### config.mk
export PLATFORM = sky130hd
export DESIGN_NAME = addsub16_seq
export DESIGN_NICKNAME = d
export VERILOG_FILES = /design/src/rtl/addsub16_seq.sv
export SDC_FILE = /design/constraint.sdc
export NUM_CORES = 1
export LEC_CHECK = 0
export BUFFER_PORTS_ARGS = -buffer_cell sky130_fd_sc_hd__buf_2
export CORE_UTILIZATION = 30
export DETAILED_ROUTE_END_ITERATION = 8
export PLACE_DENSITY_LB_ADDON = 0.08
export SYNTH_ARGS = -nofsm -noshare
export SYNTH_HDL_FRONTEND = slang
export SYNTH_SLANG_ARGS = --single-unit
### constraint.sdc
create_clock -name clk -period 2.6 [get_ports clk]
set_input_delay 0.13 -clock clk [delete_from_list [all_inputs] [get_ports clk]]
set_output_delay 0.13 -clock clk [all_outputs]
set_load 0.05 [all_outputs]
### src/rtl/addsub16_seq.sv
// Sequential 16-bit two's-complement adder/subtractor built around a single
// 4-bit add/sub slice, processing one nibble per clock from LSB to MSB.

module addsub4_slice (
    input  logic [3:0] x,
    input  logic [3:0] y,
    input  logic       cin,
    output logic [3:0] s,
    output logic       c3,
    output logic       co
);
    logic [4:0] full;
    logic [3:0] low;

    assign full = {1'b0, x} + {1'b0, y} + {4'b0000, cin};
    // Carry into the slice MSB, needed for signed overflow on the top nibble.
    assign low  = {1'b0, x[2:0]} + {1'b0, y[2:0]} + {3'b000, cin};
    assign s    = full[3:0];
    assign co   = full[4];
    assign c3   = low[3];
endmodule

module addsub16_seq (
    input  logic        clk,
    input  logic        rst,
    input  logic        start,
    input  logic        sub,
    input  logic [15:0] a,
    input  logic [15:0] b,
    output logic        busy,
    output logic        done,
    output logic [15:0] result,
    output logic        cout,
    output logic        ovf
);
    typedef enum logic [1:0] {
        IDLE = 2'd0,
        RUN  = 2'd1,
        DONE = 2'd2
    } state_t;

    state_t      state;
    state_t      next_state;
    logic [15:0] opa;
    logic [15:0] opb;
    logic        op_sub;
    logic        c;
    logic [1:0]  idx;
    logic [11:0] sh;

    logic [3:0]  nib_a;
    logic [3:0]  nib_b;
    logic [3:0]  slice_s;
    logic        slice_c3;
    logic        slice_co;
    logic        accept;

    assign nib_a  = opa[{idx, 2'b00} +: 4];
    assign nib_b  = op_sub ? ~opb[{idx, 2'b00} +: 4] : opb[{idx, 2'b00} +: 4];
    assign accept = (state == IDLE) && start;

    addsub4_slice u_slice (
        .x   (nib_a),
        .y   (nib_b),
        .cin (c),
        .s   (slice_s),
        .c3  (slice_c3),
        .co  (slice_co)
    );

    // NOTE: sequential state uses non-blocking assignments so every register
    // samples pre-edge values regardless of statement order.
    always_ff @(posedge clk) begin
        if (rst) state <= IDLE;
        else     state <= next_state;
    end

    // NOTE: next_state gets its default first so no path leaves it unassigned
    // (which would infer a latch).
    always_comb begin
        next_state = state;
        case (state)
            IDLE:    if (start) next_state = RUN;
            RUN:     if (idx == 2'd3) next_state = DONE;
            DONE:    next_state = IDLE;
            default: next_state = IDLE;
        endcase
    end

    always_ff @(posedge clk) begin
        if (rst) begin
            opa    <= '0;
            opb    <= '0;
            op_sub <= 1'b0;
            c      <= 1'b0;
            idx    <= '0;
            sh     <= '0;
            result <= '0;
            cout   <= 1'b0;
            ovf    <= 1'b0;
        end else if (accept) begin
            opa    <= a;
            opb    <= b;
            op_sub <= sub;
            c      <= sub;
            idx    <= '0;
        end else if (state == RUN) begin
            c   <= slice_co;
            idx <= idx + 2'd1;
            case (idx)
                2'd0: sh[3:0]  <= slice_s;
                2'd1: sh[7:4]  <= slice_s;
                2'd2: sh[11:8] <= slice_s;
                default: begin
                    // Last nibble: publish the whole result in one step.
                    result <= {slice_s, sh};
                    cout   <= slice_co;
                    ovf    <= slice_c3 ^ slice_co;
                end
            endcase
        end
    end

    assign busy = (state != IDLE);
    assign done = (state == DONE);
endmodule

==> results of run 1 <==
[repair_timing]
item	4_1_cts	5_1_grt
endpoints found under the hold margin	6	0
hold buffers	6	0
pin swaps	1	4
gates resized for setup	1	7
endpoints found under the setup margin	1	9
[power by group through the flow]
stage | combinational, mW | sequential, mW | clock [mW]
6_report | 0.295 | 1.11 | 1.03
5_1_grt | 0.332 | 1.11 | 1.11
4_1_cts | 0.291 | 1.11 | 1.06
3_5_place_dp | 0.282 | 1.13 | 0
3_3_place_gp | 0.281 | 1.13 | 0
2_1_floorplan | 0.194 | 1.12 | 0
[sequential cells by signal (all words and copies together), names as in the netlist]
register / count
result: 16
opb: 16
idx: 2
sh: 12
cout: 1
op_sub: 1
ovf: 1
opa: 16
state: 2
c: 1
[cells by family after synthesis]
group / share of synthesized area
buffers and inverters: 0.05328
AOI/OAI and AO/OA: 0.1345
muxes: 0.07205
xor gates and xnor gates: 0.02446
DFF: 0.4751
adders and majority gates: 0.04454
and+or+nand+nor: 0.1961
[layer usage]
layer  routed length [um]  track usage  part of all wire  vias to the layer above
met5                    0            0                 0                        -
met4                   55      0.04751            0.0085                        0
met3                  302      0.05130             0.047                        7
met2                 3084       0.2223              0.48                       56
met1                 3031       0.1758              0.47                     1044
li1                     -            -                 -                     1216
[cell usage after synthesis]
library cell  number
a211oi_1           2
a21o_1             1
a21oi_1           60
a311oi_1           3
a31oi_1            1
and2_1             2
buf_2              8
buf_4              5
buf_6              2
clkbuf_1           8
dfxtp_1           68
fa_1               2
ha_1               7
inv_1              6
mux4_1             7
mux4_2             1
nand2_1          105
nand2_2            1
nand2b_1           2
nand3_1            6
nand3b_1           5
nor2_1             9
nor2b_1            1
nor2b_4            1
nor3_1             3
o31ai_1            4
xnor2_1            2
xor2_1             6
[worst max-delay path: stages, from the launching register on]
cell      delay [ps]
dfxtp_2          350
mux4_2           530
xor2_2           160
fa_2             220
inv_1             60
fa_2             390
nand2b_4         160
a21oi_4          170
xor2_1           150
a211oi_1          80
[final cells by class]
cell class	instances	area share
well taps	129	0.04484
repair buffers	72	0.1206
flip-flops and latches	68	0.3785
inverters	6	0.006257
clock buffers	12	0.03754
multi-input cells	231	0.3851
clock inverters	4	0.02711
[final timing paths]
path	cells past startpoint	slack, ps	to
worst min register to register	2	450	opa[1]
worst min-delay path	3	20	opa[11]
worst max register to register	9	180	ovf
worst max-delay path	9	180	ovf
==> flow_summary_export.csv, run 1 <==
group,metric,value,unit
grt,grt_pass1_wl,10.71,mm
power_and_ir_drop,p_sw,581.8,uW
timing,clock-skew-final,12.07,ps
timing,slew_headroom,0.5194,
timing,tightest_slew,720.9,ps
status,outcome,"complete, no violations",
yosys,syn_area_per_cell,8.736,um^2
clocking,cts_tree,"built",
timing,fin_crit_sh,0.9311,
grt,grt_pass1_vias,2213,
detailed_routing,drt_wl_total,6.474,mm
timing,min_period,2421,ps
yosys,syn_area,2865,um^2
yosys,yosys.area.top_type,"dfxtp_1",
clocking,clk_pin_slew,80,ps
setup_path,worst_ep_arrival_time,2610,ps
flow_run,drv_cap,0,
detailed_routing,via_count,2323,
clocking,clock_latency,340,ps
placed_design,dp_hpwl,4.311,mm
detailed_routing,via_per_inst,4.450,
floorplanning,die_w,99.73,um
power_and_ir_drop,power_frac_comb,0.121,
finish,multi_input_area,1386,um^2
placed_design,dpl_worst_slack,25.34,ps
timing,slew_violations,0,
finish,n_antenna_cell,0,
power_and_ir_drop,p_leak,1.455,nW
floorplanning,dieArea,9946,um^2
worst_hold_path,min_path_type,"input pin to flop",
floorplanning,start_util,0.3101,
finish,final_nets,433,
timing,setup_viol,0,
setup_path,worstSetupEndpointType,"flop",
setup_path,path_class,"flop to flop",
grt,grt_max_degree,39,
power_and_ir_drop,clock_power_share,0.424,
floorplanning,die_h,99.73,um
yosys,ys.warnings.count,0,
timing,rsz0062_at_grt,"no",
placed_design,post-place-cells,500,
power_and_ir_drop,switching_share,0.2390,
detailed_routing,drtIter0Drc,62,
yosys,synth_cell_type_count,28,
clocking,clockBufferDepth,2,
grt,grt_antenna_before_repair,0,
finish,final_common_cell,"nand2_1",
detailed_routing,wl_per_cell,12.40,um
finish,final-instance-count-excl-fill,522,
finish,area_delta_synth_final,25.63,%
yosys,yosysSeqAreaShare,0.4751,
grt,overflow,0,
timing,max_freq,413.1,MHz
clocking,post_cts_buffers,0,
detailed_routing,ant_nets,0,
setup_path,cp-startpoint,"idx[0]",
placed_design,dpl_cell_area,3277,um^2
floorplanning,io_pins,56,
yosys,synth_seq_cells,68,
setup_path,r2r-start,"idx[0]",
placed_design,gp_congestion,0.7684,
power_and_ir_drop,total_power,2.435,mW
power_and_ir_drop,seqPwrFrac,0.455,
finish,layout-drive-gt1-share,0.2341,
timing,tns,0,ps
setup_path,cp-start-kind,"flop",
clocking,numCtsBuffers,9,
finish,fill_cells,1006,
yosys,syn_inst,328,
power_and_ir_drop,vdd_drop_max,294.9,uV
finish,stdcell_area,3600,um^2
power_and_ir_drop,power.density,676.4,nW/um^2
detailed_routing,dr.pass1.iters,4,
clocking,clock_sinks,68,
yosys,syn_nets,373,
yosys,synth_top_area_frac,0.4751,
grt,grt_util_all_layers,0.1403,
clocking,h-tree-depth,3,
floorplanning,coreArea,9240,um^2
power_and_ir_drop,internal_power,1.853,mW
detailed_routing,drc_errors,0,
setup_path,cp_data_required_time,2790,ps
placed_design,io_buffers,55,
worst_hold_path,min_from,"a[11]",
yosys,synth_area_leaders,"dfxtp_1 48%, nand2_1 14%, a21oi_1 10%, mux4_1 6.4%, ha_1 3.1%",
finish,layout_common_cells,"105 x nand2_1, 67 x dfxtp_1, 58 x a21oi_1",
floorplanning,rows,35,
finish,regArea,1363,um^2
timing,worst_slack,179.0,ps
timing,whs,18.75,ps
setup_path,path_max_fanout,3,
finish,utilization,0.3896,
clocking,cts-root-buf,"clkbuf_8",
timing,hold_viol_final,0,
(Power assumes the default switching activity.)
==> inputs of run 2 (changes only) <==
- CORE_MARGIN: not set -> 2
==> flow_summary_export.csv, run 2 (synthesis results as in run 1) <==
group,metric,value,unit
placed_design,dpl_worst_slack,22.45,ps
clocking,clock_sinks,68,
worst_hold_path,min_path_type,"input pin to flop",
setup_path,worstSetupEndpointType,"flop",
clocking,clock_latency,340,ps
detailed_routing,drc_errors,0,
timing,slew_headroom,0.4140,
detailed_routing,drtIter0Drc,68,
setup_path,worst_ep_arrival_time,2630,ps
detailed_routing,wl_per_cell,12.31,um
timing,rsz0062_at_grt,"no",
clocking,clockBufferDepth,2,
grt,grt_pass1_vias,2216,
power_and_ir_drop,total_power,2.112,mW
setup_path,reg2reg_depth,9,
power_and_ir_drop,power.density,610.9,nW/um^2
floorplanning,dieArea,10350,um^2
clocking,ctsResizeCount,0,
setup_path,reg2reg_to,"ovf",
timing,clock-skew-final,6.272,ps
clocking,cts-root-buf,"clkbuf_8",
finish,multi_input_area,1380,um^2
placed_design,gp_congestion,0.7627,
timing,setup_viol,0,
power_and_ir_drop,p_leak,1.408,nW
status,outcome,"complete, no violations",
worst_hold_path,worst_hold_path.endpoint,"opa[6]",
finish,final_nets,427,
finish,final_common_cell,"nand2_1",
setup_path,regToRegSetupSlack,150,ps
grt,grt_antenna_before_repair,0,
finish,fill_cells,1038,
detailed_routing,via_per_inst,4.412,
setup_path,path_class,"flop to flop",
finish,layout-drive-gt1-share,0.2312,
power_and_ir_drop,internal_power,1.564,mW
power_and_ir_drop,p_sw,548.0,uW
setup_path,r2r-start,"idx[0]",
power_and_ir_drop,clock_power_share,0.341,
timing,hold_viol_final,0,
finish,utilization,0.3741,
power_and_ir_drop,vdd_drop_max,269.1,uV
timing,worst_slack,145.4,ps
setup_path,path_max_fanout,3,
timing,max_freq,407.4,MHz
detailed_routing,via_count,2268,
clocking,cts_tree,"built",
timing,whs,21.89,ps
clocking,cts_hold_repair.buffers,0,
floorplanning,die_w,101.7,um
timing,slew_violations,0,
setup_path,cp-start-kind,"flop",
worst_hold_path,holdPathStages,3,
floorplanning,die_h,101.7,um
clocking,clk_pin_slew,70,ps
finish,largest_registers,"opa x16, opb x16, result x16",
timing,min_period,2455,ps
timing,fin_crit_sh,0.9441,
clocking,h-tree-depth,3,
clocking,numCtsBuffers,9,
power_and_ir_drop,switching_share,0.2595,
grt,grt_pass1_wl,10.65,mm
clocking,post_cts_buffers,0,
grt,overflow,0,
finish,n_antenna_cell,0,
timing,tightest_slew,879.0,ps
floorplanning,io_pins,56,
detailed_routing,dr.pass1.iters,4,
placed_design,dp_hpwl,4.354,mm
detailed_routing,drt_wl_total,6.329,mm
placed_design,io_buffers,55,
power_and_ir_drop,seqPwrFrac,0.525,
finish,regArea,1363,um^2
grt,grt_util_all_layers,0.1330,
power_and_ir_drop,power_frac_comb,0.134,
flow_run,drv_cap,0,
finish,area_delta_synth_final,20.66,%
floorplanning,rows,35,
worst_hold_path,min_from,"a[6]",
floorplanning,start_util,0.3101,
detailed_routing,ant_nets,0,
timing,tns,0,ps
finish,layout_common_cells,"105 x nand2_1, 67 x dfxtp_1, 58 x a21oi_1",
floorplanning,coreArea,9240,um^2
grt,grt_max_degree,48,
setup_path,cp_data_required_time,2780,ps
## run 2: changes by cell type in the layout (fill, tap and decap cells not counted), sizes merged
| cell | previous run | this run |
|---|---|---|
| clkinv | 0 | 3 |
| bufinv | 3 | 0 |
| clkbuf | 12 | 11 |
| dlygate4sd3 | 6 | 0 |
| clkinvlp | 1 | 0 |
## run 2: critical path, cell delays in order (launching register included)
cell and delay [ps]:
dfxtp_2 350, mux4_2 530, xor2_2 160, fa_2 210, inv_1 50, fa_1 450
nand2b_4 170, a21oi_4 150, xor2_1 160, a211oi_1 80
## run 2: metrics by stage
step | instance area [um^2] | std cells
floorplan | 2875 | 328
global placement | 3277 | 500
detailed placement | 3277 | 500
CTS | 3433 | 514
global route | 3457 | 514
finish | 3457 | 514
## run 2: routing by layer
layer	vias to the layer above	track usage	share of wire
li1	1200	-	-
met4	0	0.04990	0.014
met5	-	0	0
met2	44	0.2146	0.47
met3	9	0.03451	0.040
met1	1015	0.1712	0.48
## run 2: cell type report
| class | count | area share |
|---|---|---|
| clock buffers | 11 | 0.04090 |
| clock inverters | 3 | 0.004343 |
| inverters | 6 | 0.006515 |
| multi-input cells | 231 | 0.3992 |
| flip-flops and latches | 68 | 0.3941 |
| well taps | 129 | 0.04669 |
| repair buffers | 66 | 0.1082 |
## run 2: power groups by stage
stage | sequential [mW] | combinational [mW] | clock (mW)
global placement | 1.13 | 0.282 | 0
floorplan | 1.12 | 0.194 | 0
CTS | 1.11 | 0.285 | 0.749
global route | 1.11 | 0.324 | 0.795
finish | 1.11 | 0.284 | 0.721
detailed placement | 1.13 | 0.284 | 0
## run 2: worst max-delay path by stage
stage / from / endpoint / depth (start not counted)
after global placement: idx[0] / ovf / 9
after floorplan: idx[0] / ovf / 10
after global routing: idx[0] / sh[3] / 8
after detailed placement: idx[0] / ovf / 9
final: idx[0] / ovf / 9
after CTS: idx[0] / ovf / 9
